File: src/rtl/prefix_adder_pkg.sv
// Shared types and elaboration helpers for the pipelined prefix adder.
//   gp_t        : one (generate, propagate) pair
//   level_span  : distance spanned by Kogge-Stone level k (2^k)
//   num_stages  : register stages for a given width and levels-per-stage
package prefix_adder_pkg;

   typedef struct packed {
      logic g;
      logic p;
   } gp_t;

   function automatic int level_span(input int k);
      return 1 << k;
   endfunction

   function automatic int num_stages(input int width, input int lvl_per_stg);
      int levels;
      levels = $clog2(width);
      return (levels + lvl_per_stg - 1) / lvl_per_stg;
   endfunction

endpackage

File: src/rtl/prefix_gp_node.sv
// Combinational Kogge-Stone (G, P) combine.
// Ports:
//   cur  : (g, p) of the current position
//   prev : (g, p) of the position one span below
//   res  : combined (G, P)
module prefix_gp_node
   import prefix_adder_pkg::*;
(
   input  gp_t cur,
   input  gp_t prev,
   output gp_t res
);

   assign res.g = cur.g | (cur.p & prev.g);
   assign res.p = cur.p & prev.p;

endmodule

File: src/rtl/prefix_adder_pipe.sv
// Pipelined Kogge-Stone adder/subtractor with valid/ready on both sides.
// A register stage follows every LVL_PER_STG prefix levels; the sum is
// formed combinationally from the last stage register.
// Parameters: WIDTH (power of two, >= 4), LVL_PER_STG (>= 1)
// Ports:
//   clk, rst_n           : clock, async active-low reset
//   in_valid, in_ready   : operand handshake
//   a, b, cin, sub       : operands; sub=1 gives a - b (cin ignored)
//   out_valid, out_ready : result handshake
//   sum, cout            : result and MSB carry (sub: 1 = no borrow)
//   ovf, zero            : signed overflow / zero result, only when
//                          PREFIX_ADDER_FLAGS_EN is defined
module prefix_adder_pipe
   import prefix_adder_pkg::*;
#(
   parameter int WIDTH       = 32,
   parameter int LVL_PER_STG = 2
) (
   input  logic             clk,
   input  logic             rst_n,
   input  logic             in_valid,
   output logic             in_ready,
   input  logic [WIDTH-1:0] a,
   input  logic [WIDTH-1:0] b,
   input  logic             cin,
   input  logic             sub,
   output logic             out_valid,
   input  logic             out_ready,
   output logic [WIDTH-1:0] sum,
   output logic             cout
`ifdef PREFIX_ADDER_FLAGS_EN
   ,
   output logic             ovf,
   output logic             zero
`endif
);

   localparam int L = $clog2(WIDTH);
   localparam int S = num_stages(WIDTH, LVL_PER_STG);

   logic [WIDTH-1:0] b_eff;
   logic [WIDTH-1:0] p_raw;
   logic             c0;
   gp_t  [WIDTH-1:0] gp_pre;

   logic [S-1:0]     v;
   logic [S-1:0]     adv;
   logic [S-1:0]     load;
   logic [S:0]       free;

   gp_t  [WIDTH-1:0] fin_gp;
   logic [WIDTH-1:0] fin_praw;
   logic             fin_c0;
   logic [WIDTH-1:0] g_fin;
   logic [WIDTH-1:0] p_fin;
   logic             unused_p;
`ifdef PREFIX_ADDER_FLAGS_EN
   logic             fin_a_msb;
   logic             fin_b_msb;
`endif

   assign b_eff = sub ? ~b : b;
   assign c0    = sub | cin;
   assign p_raw = a ^ b_eff;

   // Carry-in enters as the generate of position -1, folded into bit 0.
   always_comb begin
      for (int i = 0; i < WIDTH; i++) begin
         gp_pre[i].g = a[i] & b_eff[i];
         gp_pre[i].p = p_raw[i];
      end
      gp_pre[0].g = (a[0] & b_eff[0]) | (p_raw[0] & c0);
   end

   // free[n]: stage n can take a beat this cycle (empty or emptying).
   always_comb begin
      adv     = '0;
      load    = '0;
      free    = '0;
      free[S] = out_ready;
      for (int n = S - 1; n >= 0; n--) begin
         adv[n]  = v[n] & free[n+1];
         free[n] = ~v[n] | adv[n];
      end
      in_ready = free[0];
      load[0]  = in_valid & free[0];
      for (int n = 1; n < S; n++) begin
         load[n] = adv[n-1];
      end
   end

   always_ff @(posedge clk or negedge rst_n) begin
      if (!rst_n) begin
         v <= '0;
      end else begin
         for (int n = 0; n < S; n++) begin
            if (load[n])
               v[n] <= 1'b1;
            else if (adv[n])
               v[n] <= 1'b0;
         end
      end
   end

   for (genvar s = 0; s < S; s++) begin : stg
      localparam int LAST = ((s + 1) * LVL_PER_STG > L) ? L - 1 : (s + 1) * LVL_PER_STG - 1;

      gp_t  [WIDTH-1:0] gp_q;
      logic [WIDTH-1:0] praw_q;
      logic [WIDTH-1:0] praw_d;
      logic             c0_q;
      logic             c0_d;
`ifdef PREFIX_ADDER_FLAGS_EN
      logic             a_msb_q, a_msb_d;
      logic             b_msb_q, b_msb_d;
`endif

      if (s == 0) begin : g_first
         assign praw_d = p_raw;
         assign c0_d   = c0;
`ifdef PREFIX_ADDER_FLAGS_EN
         assign a_msb_d = a[WIDTH-1];
         assign b_msb_d = b_eff[WIDTH-1];
`endif
      end else begin : g_next
         assign praw_d = stg[s-1].praw_q;
         assign c0_d   = stg[s-1].c0_q;
`ifdef PREFIX_ADDER_FLAGS_EN
         assign a_msb_d = stg[s-1].a_msb_q;
         assign b_msb_d = stg[s-1].b_msb_q;
`endif
      end

      always_ff @(posedge clk or negedge rst_n) begin
         if (!rst_n) begin
            gp_q   <= '0;
            praw_q <= '0;
            c0_q   <= 1'b0;
`ifdef PREFIX_ADDER_FLAGS_EN
            a_msb_q <= 1'b0;
            b_msb_q <= 1'b0;
`endif
         end else if (load[s]) begin
            gp_q   <= lvl[LAST].gout;
            praw_q <= praw_d;
            c0_q   <= c0_d;
`ifdef PREFIX_ADDER_FLAGS_EN
            a_msb_q <= a_msb_d;
            b_msb_q <= b_msb_d;
`endif
         end
      end

      if (s == S - 1) begin : g_tail
         assign fin_gp   = gp_q;
         assign fin_praw = praw_q;
         assign fin_c0   = c0_q;
`ifdef PREFIX_ADDER_FLAGS_EN
         assign fin_a_msb = a_msb_q;
         assign fin_b_msb = b_msb_q;
`endif
      end
   end

   // Level k reads the pre-processed operands, a stage register (first
   // level of a stage), or the previous level's combinational output.
   for (genvar k = 0; k < L; k++) begin : lvl
      localparam int SPAN = level_span(k);

      gp_t [WIDTH-1:0] gin;
      gp_t [WIDTH-1:0] gout;

      if (k == 0) begin : g_in_pre
         assign gin = gp_pre;
      end else if (k % LVL_PER_STG == 0) begin : g_in_reg
         assign gin = stg[k/LVL_PER_STG - 1].gp_q;
      end else begin : g_in_chain
         assign gin = lvl[k-1].gout;
      end

      for (genvar i = 0; i < WIDTH; i++) begin : pos
         if (i >= SPAN) begin : g_node
            prefix_gp_node u_node (
               .cur  (gin[i]),
               .prev (gin[i-SPAN]),
               .res  (gout[i])
            );
         end else begin : g_pass
            assign gout[i] = gin[i];
         end
      end
   end

   always_comb begin
      for (int i = 0; i < WIDTH; i++) begin
         g_fin[i] = fin_gp[i].g;
         p_fin[i] = fin_gp[i].p;
      end
   end

   // Group propagate is not needed once every position has its full prefix.
   assign unused_p = ^p_fin;

   assign sum       = fin_praw ^ {g_fin[WIDTH-2:0], fin_c0};
   assign cout      = g_fin[WIDTH-1];
   assign out_valid = v[S-1];

`ifdef PREFIX_ADDER_FLAGS_EN
   assign ovf  = (fin_a_msb == fin_b_msb) & (sum[WIDTH-1] != fin_a_msb);
   // Gated by valid so the flag reads 0 out of reset rather than "sum is 0".
   assign zero = v[S-1] & ~|sum;
`endif

endmodule

File: config.mk
export PLATFORM = sky130hd
export DESIGN_NAME = prefix_adder_pipe
export DESIGN_NICKNAME = d
export VERILOG_FILES = /design/src/rtl/prefix_adder_pkg.sv /design/src/rtl/prefix_gp_node.sv /design/src/rtl/prefix_adder_pipe.sv
export SDC_FILE = /design/constraint.sdc
export NUM_CORES = 1
export LEC_CHECK = 0
export ABC_AREA = 1
export CAP_MARGIN = 0
export CORE_MARGIN = 5
export CORE_UTILIZATION = 44
export CTS_CLUSTER_DIAMETER = 40
export CTS_CLUSTER_SIZE = 24
export DETAILED_ROUTE_END_ITERATION = 16
export SKIP_LAST_GASP = 1
export SYNTH_ARGS = -nofsm -noshare
export SYNTH_HDL_FRONTEND = slang
export SYNTH_SLANG_ARGS = --single-unit
File: constraint.sdc
create_clock -name clk -period 2.47 [get_ports clk]
set_input_delay 0.247 -clock clk [delete_from_list [all_inputs] [get_ports clk]]
set_output_delay 0.247 -clock clk [all_outputs]
set_load 0.005 [all_outputs]
* After elaboration in Yosys (flattened, before gate mapping)
Index checks and enable logic that the tools add are counted.
Operators by class: multiplexer cells 7, bitwise logic cells 404, reductions and logical operators 3
Operators with widths (number):
- 1-bit bitwise AND | 264
- 1-bit bitwise OR | 134
- 32-bit XOR | 2
- 32-bit 2-to-1 mux | 1
- 32-bit inverter | 1
- 1-bit 2-to-1 mux | 6
- 2-bit nonzero test | 3
- 1-bit inverter | 3
Storage, ports and cells: bits in registers 242, bits of input ports 70

* Logic depth before layout (Yosys ltp)
word-level depth 9, gate-level depth with buffers 10, depth with buffers taken out 8

* Cells and area by module
From an unflattened synthesis, not the netlist that was laid out.
Unflattened totals: cells, all modules 1874, area, all modules 13589.3 µm²
Modules (own cells, without submodules):
- prefix_adder_pipe | times used 1, cells each 1229, area each 11168.2 µm²
- prefix_gp_node | times used 129, cells each 5, area each 18.8 µm²

* Worst setup path after synthesis
No wires, ideal clock.
path type input -> register, start point in sub, end point reg stg[0].gp_q, in the netlist lvl[2].gin[51], library setup time 0.131 ns, data arrival time 1.428 ns, required time 2.339 ns, slack 0.911 ns, stages on the path 8, path through buf_2 > buf_2 > xor2_1 > ha_1 > a21oi_1 > o21ai_0 > nand2_1 > o21ai_0
RTL lines:
- start, declared | RTL line prefix_adder_pipe.sv:26 | input logic sub,
- end signal, assigned | RTL line prefix_adder_pipe.sv:144 | gp_q <= lvl[LAST].gout;
- end, declared | RTL line prefix_adder_pipe.sv:108 | gp_t [WIDTH-1:0] gp_q;

* Final worst setup path
start point reg v[2], end point out in_ready
Between the ends: word-level cells in the longest chain between the ends 6
Ends and longest elaborated chain:
- start, declared | RTL line prefix_adder_pipe.sv:46 | logic [S-1:0] v;
- start signal, assigned | RTL line prefix_adder_pipe.sv:94 | v <= '0;
- start signal, assigned by index | RTL line prefix_adder_pipe.sv:98 | v[n] <= 1'b1;
- start signal, assigned by index | RTL line prefix_adder_pipe.sv:100 | v[n] <= 1'b0;
- 1-bit bitwise AND or 1-bit inverter (tied branches) | RTL line prefix_adder_pipe.sv:82, prefix_adder_pipe.sv:83
- 1-bit bitwise OR (*) | RTL line prefix_adder_pipe.sv:83 | free[n] = ~v[n] | adv[n];
- 1-bit bitwise AND (*) | RTL line prefix_adder_pipe.sv:82 | adv[n] = v[n] & free[n+1];
- 1-bit bitwise OR (*) | RTL line prefix_adder_pipe.sv:83
- 1-bit bitwise AND (*) | RTL line prefix_adder_pipe.sv:82
- 1-bit bitwise OR (*) | RTL line prefix_adder_pipe.sv:83
- end, declared | RTL line prefix_adder_pipe.sv:22 | output logic in_ready,
Mark *: on every way between the ends. The rest lies on a longest branch, timed or not.

==> reports/summary.txt <==
Ports -> 105
CP max stage cell -> clkdlybuf4s50_1
worst hold path type -> in2async
Setup Buffers After CTS -> 0
# fillers -> 2269
FMAX -> 502 MHz
area of the multi-input gates -> 4290 um^2
Synth Warn # -> 0
Initial Utilization -> 0.447
worst relative slew slack -> 0.685
clk_lat worst skew -> 550 ps
setup TNS -> 0 ps
CP Capture Type -> output port
synthesized area per cell -> 8.95 um^2
final worst-path cycle share -> 0.806
post-synthesis cell type count -> 20
capturing point of the worst reg2reg path -> stg[1].praw_q[16]
Reg-to-Reg Start -> v[2]
Die ar. -> 28000 um^2
Storage cell area -> 6060 um^2
Reg clk slew, reported paths -> 60 ps
First-pass DRT Iterations -> 5
Hold Vio Cnt, Final -> 0
Worst path max stage delay -> 560 ps
# nets final -> 1415
DP Worst Slack -> 553 ps
1st-iter DRT viols -> 648
number of synthesized flops with an enable pin -> 0
XOR/XNOR share of the synthesized area -> 0.0515
Layout area overhead -> 22.9%
cell taking the most area after synthesis -> dfrtp_1
# rows -> 57
RSZ-0062 raised after global routing -> false
Routed Antenna Nets -> 0
Setup crit start -> v[2]
final-report max-slew violation count -> 0
Cell Area, Synth -> 10900 um^2
total power -> 14900 uW
die height -> 167 um
Worst EP arrival -> 1740 ps
hpwl dp -> 20300 um
mean routed wirelength per cell -> 16.9 um
Leak -> 0.00644 uW
Antenna diodes -> 0
Max FO, Critical Path -> 4
Slew @ Worst Pin -> 471 ps
share of cells above drive strength 1 -> 0.0576
commonest cells in the synthesized netlist -> nand2_1 (446), dfrtp_1 (242), o21ai_0 (164)
Post-route DRC -> 0
worst path cell trace -> nand4_2, clkdlybuf4s50_1
top post-synthesis cells by area -> dfrtp_1 (56%), nand2_1 (15%), o21ai_0 (7.5%)
register-to-register setup slack -> 930 ps
Die W -> 167 um
Setup WS post-layout -> 479 ps
worst setup path class -> reg2out
non-filler cells, final -> 1661
cell area power density -> 1110 nW/um^2
Synth Area in Compound Gates -> 0.136
first-pass GRT wire length -> 45800 um
simple-gate area share of the yosys netlist -> 0.170
vias in the first global route -> 8247
Post-Synth Adder-Cell Area -> 0.0368
hold_ws -> 216 ps
core area -> 24300 um^2
status -> finished, final reports clean
CP required -> 2220 ps
CTS tree -> yes
DR vias -> 8437
H-tree Lvls -> 1
Post-Place Cells -> 1603
clk buf depth -> 3
Final Skew -> 17.4 ps
RD Place Congestion -> 0.827
count leader, synth -> nand2_1
clk root buf -> clkbuf_16
Critical Path Source Type -> flip-flop
initial antenna violation count -> 0
pin count of the biggest net entering global routing -> 103
Synth Net Count -> 1317
vias per inst -> 5.08
post-synth top area share -> 0.557
max cap viols -> 0
GRT Util Overall -> 0.200
# setup viols final -> 0
Tmin final -> 1990 ps
grt ovf -> 0
Most used DFF post-synth -> dfrtp_1
sequential-to-total area share from yosys stat -> 0.557
I/O Buffers -> 104
async set-reset flop share out of synthesis -> 1.00
Cells after Synth -> 1215
R2R depth -> 6
Post-Route WL -> 28100 um
CTS Sinks -> 242
largest family of logic cells by synthesized area -> simple AND/OR/NAND/NOR gates
register bit total from synthesis -> 242
post-synthesis mux area share -> 0
CTS Buf Count -> 31
maximum vdd drop -> 0.421 mV
==> registers in the layout (all words and copies together) (netlist names) <==
register / count
cout: 1
fin_c0: 1
fin_gp: 31
fin_praw: 32
lvl.gin: 108
stg.c0_q: 2
stg.praw_q: 64
v: 3
==> layout make-up <==
| cell class | count | share of cell area |
|---|---|---|
| Clock buffer | 37 | 0.0627 |
| Clock inverter | 20 | 0.0201 |
| Inverter | 65 | 0.0182 |
| Multi-Input combinational cell | 854 | 0.321 |
| Sequential cell | 242 | 0.453 |
| Tap cell | 324 | 0.0303 |
| Timing Repair Buffer | 119 | 0.0949 |
==> metrics by stage <==
stage / area, um^2 / utilization
after CTS: 13400 / 0.550
final: 13400 / 0.550
after floorplan: 10900 / -
after global placement: 12300 / 0.504
after global routing: 13400 / 0.550
after detailed placement: 12300 / 0.504
==> critical path, delay by kind of cell, from the launching register on <==
kind                   cells  cell delay, ps
buffers and inverters      1             560
flip-flops                 1             440
AND/OR/NAND/NOR            1             190
==> cell usage in the layout, fill, tap and decap left out, drive strengths merged <==
master and count:
clkinvlp 3, buf 16, dfrtp 242, clkbuf 37, nand3 17, xor2 64, and3 1, o21ai 164
dlygate4sd3 1, clkinv 8, inv 69, o31ai 33, nor2 15, nand2 447, bufinv 5, nand4 2
a31oi 13, clkdlybuf4s50 102, ha 32, a21oi 66
==> kinds of logic (layout without fill, tap and decap cells) <==
| logic type | after synthesis | count (layout) |
|---|---|---|
| AO/OA/AOI/OAI | 276 | 276 |
| XOR/XNOR | 64 | 64 |
| adder cells (fa/ha/maj) | 32 | 32 |
| buffers and inverters | 119 | 241 |
| flip-flops | 242 | 242 |
| AND/OR/NAND/NOR | 482 | 482 |
==> power by group <==
| part | internal, uW | switching [uW] | leakage [uW] | total, uW |
|---|---|---|---|---|
| Clock | 2970 | 1770 | 0.000536 | 4730 |
| Sequential | 5170 | 895 | 0.00308 | 6070 |
| Combinational | 1960 | 2120 | 0.00282 | 4070 |
==> repair_timing <==
item	CTS	global route
hold buffers	1	0
endpoints found under the setup margin	0	0
endpoints found under the hold margin	50	0
gates resized for setup	0	0
==> layer usage <==
layer,part of all wire,vias to the layer above,wire length [um],global-route usage
met5,0,-,0,0
met4,0.014,0,382,0.0395
met3,0.046,31,1290,0.0259
met2,0.43,181,12100,0.295
met1,0.51,4046,14400,0.318
li1,-,4179,-,-
==> how the worst max path moves through the flow <==
stage / endpoint / slack (ps) / cells after the start
5_1_grt: in_ready / 420 / 2
6_report: in_ready / 480 / 2
3_3_place_gp: lvl[2].gin[51] / 570 / 8
3_5_place_dp: stg[1].praw_q[9] / 550 / 8
2_1_floorplan: lvl[2].gin[51] / 910 / 8
4_1_cts: in_ready / 450 / 2
(Power assumes the default switching activity.)
